==> config.mk <==
export PLATFORM = sky130hd
export DESIGN_NAME = fetch_queue
export DESIGN_NICKNAME = d
export VERILOG_FILES = /design/src/rtl/fetch_queue.sv
export SDC_FILE = /design/constraint.sdc
export NUM_CORES = 1
export LEC_CHECK = 0
export CAP_MARGIN = 5
export CELL_PAD_IN_SITES_DETAIL_PLACEMENT = 2
export CELL_PAD_IN_SITES_GLOBAL_PLACEMENT = 2
export CORE_ASPECT_RATIO = 1.4
export CORE_MARGIN = 4
export CORE_UTILIZATION = 43
export DETAILED_ROUTE_END_ITERATION = 10
export GPL_TIMING_DRIVEN = 0
export PLACE_DENSITY_LB_ADDON = 0.2
export SETUP_SLACK_MARGIN = 0.05
export SLEW_MARGIN = 5
export SYNTH_ARGS = -nofsm -noshare
export SYNTH_HDL_FRONTEND = slang
export SYNTH_SLANG_ARGS = --single-unit
export TNS_END_PERCENT = 10
==> constraint.sdc <==
create_clock -name clk -period 6.96 [get_ports clk]
set_clock_uncertainty 0.05 [all_clocks]
set_input_delay 1.044 -clock clk [delete_from_list [all_inputs] [get_ports clk]]
set_output_delay 1.044 -clock clk [all_outputs]
set_load 0.1 [all_outputs]
==> src/rtl/fetch_queue.sv <==
`default_nettype none
// ============================================================================
//  Module   : fetch_queue
//  Purpose  : Instruction fetch queue. Holds a fetch PC (fpc) that drives the
//             instruction cache, and buffers returned {pc, ir} pairs in a
//             circular buffer that feeds the predecode stage.
//  Ports    :
//    clk        in   clock, rising-edge
//    rst_n      in   synchronous active-low reset
//    flush      in   redirect request (branch/jump resolution)
//    flush_pc   in   redirect target (low two bits ignored)
//    imem_req   out  fetch request to the instruction cache
//    imem_addr  out  fetch address (= fpc)
//    imem_valid in   imem_rdata valid this cycle (low = miss)
//    imem_rdata in   fetched instruction word
//    stall_pd   in   predecode stall
//    pd_valid   out  head entry valid
//    pd_pc      out  head entry PC (fpc when the queue is empty)
//    pd_ir      out  head entry instruction (NOP when nothing valid)
//    count      out  current occupancy
//  Revision : 1.0 - initial release
// ============================================================================
module fetch_queue #(
  parameter int          DEPTH    = 4,
  parameter logic [63:0] RESET_PC = 64'h0000_0000_8000_0000
) (
  input  logic                       clk,
  input  logic                       rst_n,
  input  logic                       flush,
  input  logic [63:0]                flush_pc,
  output logic                       imem_req,
  output logic [63:0]                imem_addr,
  input  logic                       imem_valid,
  input  logic [31:0]                imem_rdata,
  input  logic                       stall_pd,
  output logic                       pd_valid,
  output logic [63:0]                pd_pc,
  output logic [31:0]                pd_ir,
  output logic [$clog2(DEPTH):0]     count
);

  localparam int                AW         = (DEPTH > 1) ? $clog2(DEPTH) : 1;
  localparam int                CW         = $clog2(DEPTH) + 1;
  localparam logic [CW-1:0]     FULL_COUNT = CW'(DEPTH);
  localparam logic [31:0]       NOP        = 32'h0000_0013;

  logic [63:0]   pc_mem [DEPTH];
  logic [31:0]   ir_mem [DEPTH];
  logic [AW-1:0] rd_ptr;
  logic [AW-1:0] wr_ptr;
  logic [CW-1:0] occ;
  logic [63:0]   fpc;

  logic          is_empty;
  logic          is_full;
  logic          push;
  logic          pop;
  logic [63:0]   flush_target;

  assign is_empty     = (occ == '0);
  assign is_full      = (occ == FULL_COUNT);
  // Redirect targets are forced to a 4-byte boundary.
  assign flush_target = flush_pc & ~64'h3;

  // Full blocks the request even if a pop happens this cycle, so a freed slot
  // is only refilled starting the following cycle.
  assign imem_req  = rst_n && !flush && !is_full;
  assign imem_addr = fpc;

  assign push = imem_req && imem_valid;
  assign pop  = pd_valid && !stall_pd;

  assign pd_valid = rst_n && !is_empty;
  assign pd_pc    = is_empty ? fpc : pc_mem[rd_ptr];
  assign pd_ir    = pd_valid ? ir_mem[rd_ptr] : NOP;
  assign count    = occ;

  // Entry storage carries no reset; validity is tracked by occ alone.
  always_ff @(posedge clk) begin
    if (push) begin
      pc_mem[wr_ptr] <= fpc;
      ir_mem[wr_ptr] <= imem_rdata;
    end
  end

  // Reset beats flush, flush beats push/pop.
  always_ff @(posedge clk) begin
    if (!rst_n) begin
      fpc    <= RESET_PC;
      rd_ptr <= '0;
      wr_ptr <= '0;
      occ    <= '0;
    end else if (flush) begin
      fpc    <= flush_target;
      rd_ptr <= wr_ptr;
      occ    <= '0;
    end else begin
      if (push) begin
        wr_ptr <= wr_ptr + AW'(1);
        fpc    <= fpc + 64'd4;
      end
      if (pop) begin
        rd_ptr <= rd_ptr + AW'(1);
      end
      if (push && !pop) begin
        occ <= occ + CW'(1);
      end else if (pop && !push) begin
        occ <= occ - CW'(1);
      end
    end
  end

endmodule
`default_nettype wire

==> impl_metrics.toml <==
[status]
outcome = "finished clean"

[logic_synthesis]
netlist_area_um2 = 18590
synth_edf_count = 376
synth_top_area_frac = 0.6072
ys_async_sr_fraction = 0
avgSynthCellArea_um2 = 16.68
yosys.area.top_type = "edfxtp_1"
synth_cell_types = 57
seq_area_frac_synth = 0.6837
synth_ff_type = "edfxtp_1"
synth_seq_cells = 447
synth_top_cells_by_area = "edfxtp_1 61%, mux4_2 11%, dfxtp_1 7.6%"
yosysWarnings = 0
netlist_top_cells_count = "376 x edfxtp_1, 94 x mux4_2, 71 x dfxtp_1"
synthCells = 1115
synth.most_common_cell = "edfxtp_1"

[worst_hold_path]
whs_path_depth = 0
hold_class = "reg2reg"
holdCritStartpoint = "imem_addr[22]$_SDFFE_PN0P_"
whs_endpoint = "pc_mem[2][22]$_DFFE_PP_"

[drt]
first_pass_iters = 5
postRouteAntennaNets = 0
wirelength_um = 60500
drtIter0Drc = 855
drcViolationCount = 0
avgViaCountPerCell = 5.856
wl_per_cell_um = 30.03
vias = 11799

[cells_and_area]
multi_input_area_um2 = 5523
drive_gt1_frac = 0.1780
fill_cells = 3698
fin_area_um2 = 23540
regArea_um2 = 12710
fin_cells = 2015
nets = 1536
finish.utilization = 0.5547
syn_to_final_growth_pct = 26.58

[clock_network]
cts_buffer_depth = 3
cts_hold_buf = 0
cts_tree = "yes"
clock_sink_count = 447
cts_setup_buffers = 0
cts_resized = 0
root_buffer = "clkbuf_16"
clk-insertion-delay-late_ns = 0.57
clk_pin_slew_ns = 0.07
cts_htree_levels = 2
numCtsBuffers = 46

[power]
p_total_mw = 6.681
total_leakage_power_nw = 7.607
p_per_area_nw_per_um2 = 283.9
peakVddDrop_mv = 0.2169

[sta]
hold_ws_ns = 0.4933
setup_tns_ns = 0
relSlewSlack = 0.2753
rsz0062_at_grt = "false"
finalSetupViolCount = 0
tightest_slew_ns = 1.084
drv_slew = 0
fin_ws_ns = 1.507
fin_crit_sh = 0.7835
period_needed_ns = 5.453
hold_viol = 0
clock.fmax_mhz = 183.4

[placement]
dp_hpwl_um = 41000
dp.cells = 1926
io_buffer_count = 258
pre_cts_ws_ns = 1.975
placed_cell_area_um2 = 21990
place_congestion = 0.8495

[setup_path]
crit_type = "reg2out"
r2r.worst_path.cells = 7
slowest_delay_ns = 1.01
arrival_ns = 4.36
worstReg2RegStart = "count[1]$_SDFFE_PP0P_"
crit_fanout = 10
path_cells = "clkbuf_1, buf_1, buf_2, mux4_2, mux2_2, clkdlybuf4s50_1"
r2r-end = "ir_mem[0][24]$_DFFE_PP_"
cp.required_ns = 5.87
start_kind = "register"
cp-end-kind = "output pin"
reg2reg_slack_ns = 2.98
crit_slowest_cell = "clkdlybuf4s50_1"

[grt]
grtUsageTotal = 0.2559
grt_pass1_vias = 13225
overflow = 0
grt_antenna_before_repair = 6
grt_max_degree = 54
grt_pass1_wl_um = 88310

[floorplan]
die_width_um = 183.7
core-area_um2 = 42430
start_util = 0.4383
die_h_um = 254.0
num_rows = 89
design.die.area_um2 = 46680
num_io_pins = 266

[job]
drv_cap = 0
-- cells by family after synthesis --
| logic type | after synthesis | share of synthesized area |
|---|---|---|
| AO/OA/AOI/OAI | 127 | 0.03970 |
| XOR/XNOR | 48 | 0.02261 |
| adder cells (fa/ha/maj) | 7 | 0.005114 |
| buffers and inverters | 80 | 0.02046 |
| flip-flops | 447 | 0.6837 |
| multiplexers | 159 | 0.1530 |
| other | 1 | 0.0002017 |
| AND/OR/NAND/NOR | 246 | 0.07523 |
-- worst max-delay path by stage --
stage                              to  slack (ns)  cells past startpoint                  start
6_report                    pd_pc[52]        1.51                      6               register
3_5_place_dp                pd_pc[52]        1.98                      6               register
2_1_floorplan  ir_mem[1][0]$_DFFE_PP_        2.19                      6  count[0]$_SDFFE_PP0P_
4_1_cts                     pd_pc[52]        1.35                      6               register
5_1_grt                     pd_pc[52]        1.31                      6               register
3_3_place_gp   ir_mem[0][7]$_DFFE_PP_       -1.05                      7             imem_valid
-- registers in the layout, indices dropped and copies added, names as in the netlist, named ones only --
register	flops
pc_mem	248
ir_mem	128
imem_addr	62
count	3
rd_ptr	2
wr_ptr	2
-- final cells by class --
class | instances | share of cell area
flip-flops and latches | 447 | 0.5401
multi-input cells | 591 | 0.2347
repair buffers | 262 | 0.1144
clock buffers | 68 | 0.05747
well taps | 546 | 0.02903
plain buffers | 68 | 0.01425
clock inverters | 18 | 0.007868
inverters | 12 | 0.001914
diodes | 3 | 0.0003190
-- placed cells by master, fill, tap and decap left out, drive strengths merged, types with 13 or more instances in the layout --
| cell | count |
|---|---|
| clkinv | 13 |
| xor2 | 19 |
| nand2 | 35 |
| nand3 | 28 |
| nor2 | 36 |
| inv | 13 |
| a21oi | 56 |
| clkdlybuf4s50 | 259 |
| clkbuf | 115 |
| dfxtp | 71 |
| and4 | 13 |
| edfxtp | 376 |
| xnor2 | 29 |
| mux2 | 62 |
| nor2b | 29 |
| o21ai | 33 |
| and3 | 19 |
| nand4 | 26 |
| buf | 22 |
| mux4 | 94 |
| nor3 | 27 |
-- per-layer routing --
metal / track usage / wire [um]
met4: 0.09427 / 2044
met1: 0.3050 / 22670
met2: 0.4590 / 32070
met5: 0 / 38
met3: 0.05054 / 3681
-- critical path, delay by kind of cell (launching register included) --
| kind | cells | cell delay [ns] |
|---|---|---|
| flops | 1 | 0.31 |
| buf+inv | 4 | 2.61 |
| mux | 2 | 0.86 |
-- report_power, final --
part | leakage (nW) | switching, mW | internal [mW] | total [mW]
Combinational | 2.85 | 0.787 | 0.318 | 1.10
Sequential | 4.01 | 0.0896 | 2.96 | 3.05
Clock | 0.754 | 1.03 | 1.50 | 2.53
Power figures use the tool's default switching activity.
==> patch 1 (same flow settings) <==
Change the parameter `DEPTH` from 4 to 8.
--- a/src/rtl/fetch_queue.sv
+++ b/src/rtl/fetch_queue.sv
@@ -21,7 +21,7 @@
 //  Revision : 1.0 - initial release
 // ============================================================================
 module fetch_queue #(
-  parameter int          DEPTH    = 4,
+  parameter int          DEPTH    = 8,
   parameter logic [63:0] RESET_PC = 64'h0000_0000_8000_0000
 ) (
   input  logic                       clk,
Interface: changed (resized count); port bits go from 266 to 267. No check against the original RTL was run, so the function may have changed too.
==> patch 1 against the original RTL <==
Die area is 75% higher; design area is 74% higher; power is 73% higher; routed wire length rose by 79%; sequential cell count is 380 higher; worst setup slack got worse by 1100 ps; area after synthesis rose by 79%; hold slack better by 32 ps.
==> patch 1: results (changes against the original RTL) <==
HPWL Detailed 76200 um (+86%); Net Sw Frac 26.5% (-2.1 points); total track usage 26.4% (+0.83 points); number of antenna violations at the first check in global routing 2 (-4); Seq/Total Area, Yosys 72.5% (+4.1 points); Setup Fix Bufs, Post-CTS 0 (unchanged); routed vias/inst 5.92 (+1.0%); Worst-Margin Slew 1290 ps (+206 ps); asr flop ratio synth 0% (unchanged); Lkg Pwr 12.9 nW (+69%); max reg flops 496 (+100%); Largest Register pc_mem; clock transition at the registers of the reported paths 60 ps; Synth area leaders edfxtp_1, mux4_2, dfxtp_1; Placer Congestion 0.819 (-3.6%); total CTS buffers 84 (+83%); largest net degree at the start of global routing 21 (-61%); Yosys cell types 62 (+8.8%); CP delay by family, top buffers and inverters; Total Wirelength 109000 um (+79%); metal2 WL 57300 um (+79%); PostCTS Resize Cnt 0 (unchanged); top routing layer used met4; dominant register cell in the synthesized netlist edfxtp_1; First-pass DRT Iterations 5 (unchanged); hold crit path type reg -> reg; share of cells above drive strength 1 18.3% (+0.45 points); clock latency on the worst-skew pair 650 ps (+80 ps); H-tree levels 3 (+1); Post-synth EDFFs 752 (+100%); Placed Cells incl. Taps 3177 (+65%); Clock Path Buffers 3 (unchanged); placed inst area 0.0382 mm2 (+74%); Metal-1 WL 42600 um (+88%); DRT iter0 DRCs 1537 (+80%); first-pass GRT wire length 158000 um (+79%); CP Data Arrival Time 5470 ps (+1110 ps); routed wire length on met3 5580 um (+51%); number of global-route vias before repair 22000 (+66%); CP max stage cell clkdlybuf4s50_1; Placement Setup Slack 1120 ps (-851 ps); Yosys warnings 0 (unchanged); IO buf count 259 (+0.39%); Max VDD drop 0.166 mV (-24%); synth cell count leaders edfxtp_1, mux4_2, nand2_1; status finished clean; Clk Tree Root Cell clkbuf_16; fin nets 2395 (+56%); critical path peak fanout 10 (unchanged); maxcap violations 0 (unchanged); Syn Area/Cell 17.9 um2 (+7.4%); via count 19700 (+67%); CP max stage delay 1240 ps (+230 ps)
[patch 1: cell types whose count changed in the layout (fill, tap and decap cells not counted), moves of 61 or more]
cell	delta
nand2_1	+113
o21ai_0	+83
edfxtp_1	+376
mux2_2	-61
mux2i_1	+95
mux4_2	+94
[patch 1: final timing paths]
kind	from	end	slack (ps)	cells past startpoint
worst min-delay path	count[3]	count[3]	530	2
worst min register to register	count[3]	count[3]	530	2
worst max register to register	count[0]	ir_mem[4][7]	2680	12
worst max-delay path	count[0]	pd_pc[24]	400	7
[patch 1: kinds of logic (layout without fill, tap and decap cells)]
kind of cell	Yosys count	in the layout	synth area share, %
and+or+nand+nor	360	360	5.31
buffers and inverters	121	614	1.48
muxes	287	287	15.7
other	1	9	0.0113
adders and majority gates	7	7	0.286
xor gates and xnor gates	47	47	1.24
DFF	827	827	72.5
AOI/OAI and AO/OA	204	204	3.44
[patch 1: final cells by class]
class                   count  area [um2]
plain buffers             108         442
well taps                 976        1220
diodes                      5        12.5
repair buffers            344        3670
flip-flops and latches    827       24100
clock inverters            37         394
inverters                  13        48.8
multi-input cells         909        8740
fillers                  6755       35600
clock buffers             112        2340
[patch 1: through the flow]
stage | total power [mW] | TNS [ps]
2_1_floorplan | 6.58 | -783310
5_1_grt | 11.9 | 0
4_1_cts | 11.7 | 0
3_5_place_dp | 7.08 | 0
3_3_place_gp | 7.03 | -5483800
6_report | 11.6 | 0
[patch 1: routing by layer]
| metal | GRT usage [%] | up-vias |
|---|---|---|
| li1 | - | 8299 |
| met1 | 33.0 | 10600 |
| met2 | 47.7 | 652 |
| met3 | 3.97 | 142 |
| met4 | 8.18 | 0 |
| met5 | 0 | - |
[patch 1: worst register-to-register path: stages, from the launching register on]
cell      delay (ps)
dfxtp_1          500
or4b_2           280
nand2_1          160
inv_1            210
clkbuf_1         550
nand2_1          350
nor3_2           750
buf_6            260
buf_6            180
buf_6            180
buf_6            180
buf_8            160
buf_6            170
[patch 1: power by group through the flow]
stage               Sequential, mW  Clock (mW)  Combinational, mW
global route                  5.60        4.89               1.43
CTS                           5.59        4.68               1.39
detailed placement            5.70           0               1.38
global placement              5.69           0               1.34
floorplan                     5.82           0              0.768
finish                        5.59        4.60               1.38
==> patch 2 (same flow settings) <==
Made on the original files. Make the reset (`rst_n`) asynchronous in one clocked block. Comments in the files are not updated.
--- a/src/rtl/fetch_queue.sv
+++ b/src/rtl/fetch_queue.sv
@@ -84,7 +84,7 @@
   end
 
   // Reset beats flush, flush beats push/pop.
-  always_ff @(posedge clk) begin
+  always_ff @(posedge clk or negedge rst_n) begin
     if (!rst_n) begin
       fpc    <= RESET_PC;
       rd_ptr <= '0;
Behaviour: differs if rst_n is asserted again (counterexample within 4 cycles, from zero or initial values and one cycle with rst_n low); with rst_n held inactive, the same outputs for 4 cycles.
==> patch 2 against the original RTL <==
Routed wire length is 1.0% higher; sequential cell count is 2 lower; worst setup slack worse by 170 ps; area after synthesis is 1.9% higher; first-iteration DRC count is 11% lower; count of clock-buffer cells in the layout is 13 lower; design area is 2.3% higher; critical path type unchanged; largest cell class unchanged.
Power is not compared: it rests on default switching activity, and its combinational part moved more than twofold at a synthesized area within 25%.
==> patch 2: results (changes against the original RTL) <==
status finished clean; dominant register cell in the synthesized netlist edfxtp_1; placed inst area 0.0225 mm2 (+2.3%); DRT iter0 DRCs 762 (-11%); Syn Area/Cell 16.6 um2 (-0.42%); total track usage 25.4% (-0.20 points); critical path peak fanout 10 (unchanged); Synth area leaders edfxtp_1, mux4_2, dfrtp_1; CP max stage cell clkdlybuf4s50_1; Final Hold Vio Count 0 (unchanged); number of antenna violations at the first check in global routing 1 (-5); max reg flops 248 (unchanged); asr flop ratio synth 15.5% (+16 points); # diodes 0 (-3); First-pass DRT Iterations 5 (unchanged); Placer Congestion 0.812 (-4.4%); largest net degree at the start of global routing 64 (+19%); CP max stage delay 990 ps (-20 ps); HPWL Detailed 41400 um (+0.97%); share of cells above drive strength 1 18.5% (+0.71 points); fin nets 1566 (+2.0%); fillcell total 3770 (+1.9%); Clk Tree Root Cell clkbuf_16; CP delay by family, top buffers and inverters; synth cell count leaders edfxtp_1, mux4_2, nand2_1; number of global-route vias before repair 13700 (+3.5%); final core occ 55.6% (+0.078 points); Largest Register pc_mem; via count 12100 (+2.2%); Total Wirelength 61100 um (+1.0%); Placement Setup Slack 1830 ps (-141 ps); first-pass GRT wire length 90600 um (+2.6%); Max VDD drop 0.273 mV; Yosys cell types 53 (-7.0%); Max-slew headroom 23.0% (-4.5 points); total CTS buffers 45 (-2.2%); Seq/Total Area, Yosys 68.7% (+0.34 points); hold crit path type in -> async; Layout Cells excl Fill 2048 (+1.6%); Placed Cells incl. Taps 1964 (+2.0%); IO buf count 259 (+0.39%)
## patch 2: cell count changes in the layout (fill, tap and decap cells not counted), sizes merged, moves of 12 or more
cell | before | now
a21oi | 56 | 4
clkbuf | 115 | 98
dfrtp | 0 | 68
dfxtp | 71 | 0
nand2 | 35 | 77
or4 | 1 | 13
## patch 2: routing by layer
metal,vias to the layer above,routed length (um),GRT usage (%)
li1,5162,-,-
met5,-,0,0
met1,6436,23600,31.4
met3,88,3030,4.04
met2,378,33100,46.2
met4,0,1400,6.20
## patch 2: path summary, 6_finish.rpt
kind,to,slack (ps),cells after the start,from
max,pd_ir[20],1330,6,rd_ptr[0]
min,imem_addr[45],310,1,rst_n
max reg2reg,imem_addr[57],3920,6,imem_addr[24]
min reg2reg,pc_mem[3][14],520,0,imem_addr[14]
max in group asynchronous,imem_addr[31],5930,2,rst_n
min in group clk,pc_mem[3][14],520,0,imem_addr[14]
## patch 2: report_power, final
group / switching (mW) / leakage, nW / internal [mW]
sequential: 0.170 / 4.21 / 3.09
combinational: 3.18 / 2.89 / 1.33
clock: 1.05 / 0.773 / 1.56
total: 4.40 / 7.87 / 5.99
## patch 2: cells by family (layout without fill, tap and decap cells)
group	count (synthesis)	after routing	synth area share, %
compound gates	91	91	2.96
xor+xnor	35	35	1.62
fa+ha+maj	6	6	0.436
buf+inv	80	432	1.75
flops	445	445	68.7
mux	168	168	15.5
other cells	1	4	0.0198
simple gates	315	315	8.99
## patch 2: final cells by class
cell class	count	area share, %
Sequential cell	445	54.1
Multi-Input combinational cell	619	23.4
Timing Repair Buffer	268	11.7
Clock buffer	55	5.13
Tap cell	552	2.87
Clock inverter	29	1.46
Buffer	66	1.16
Inverter	14	0.218
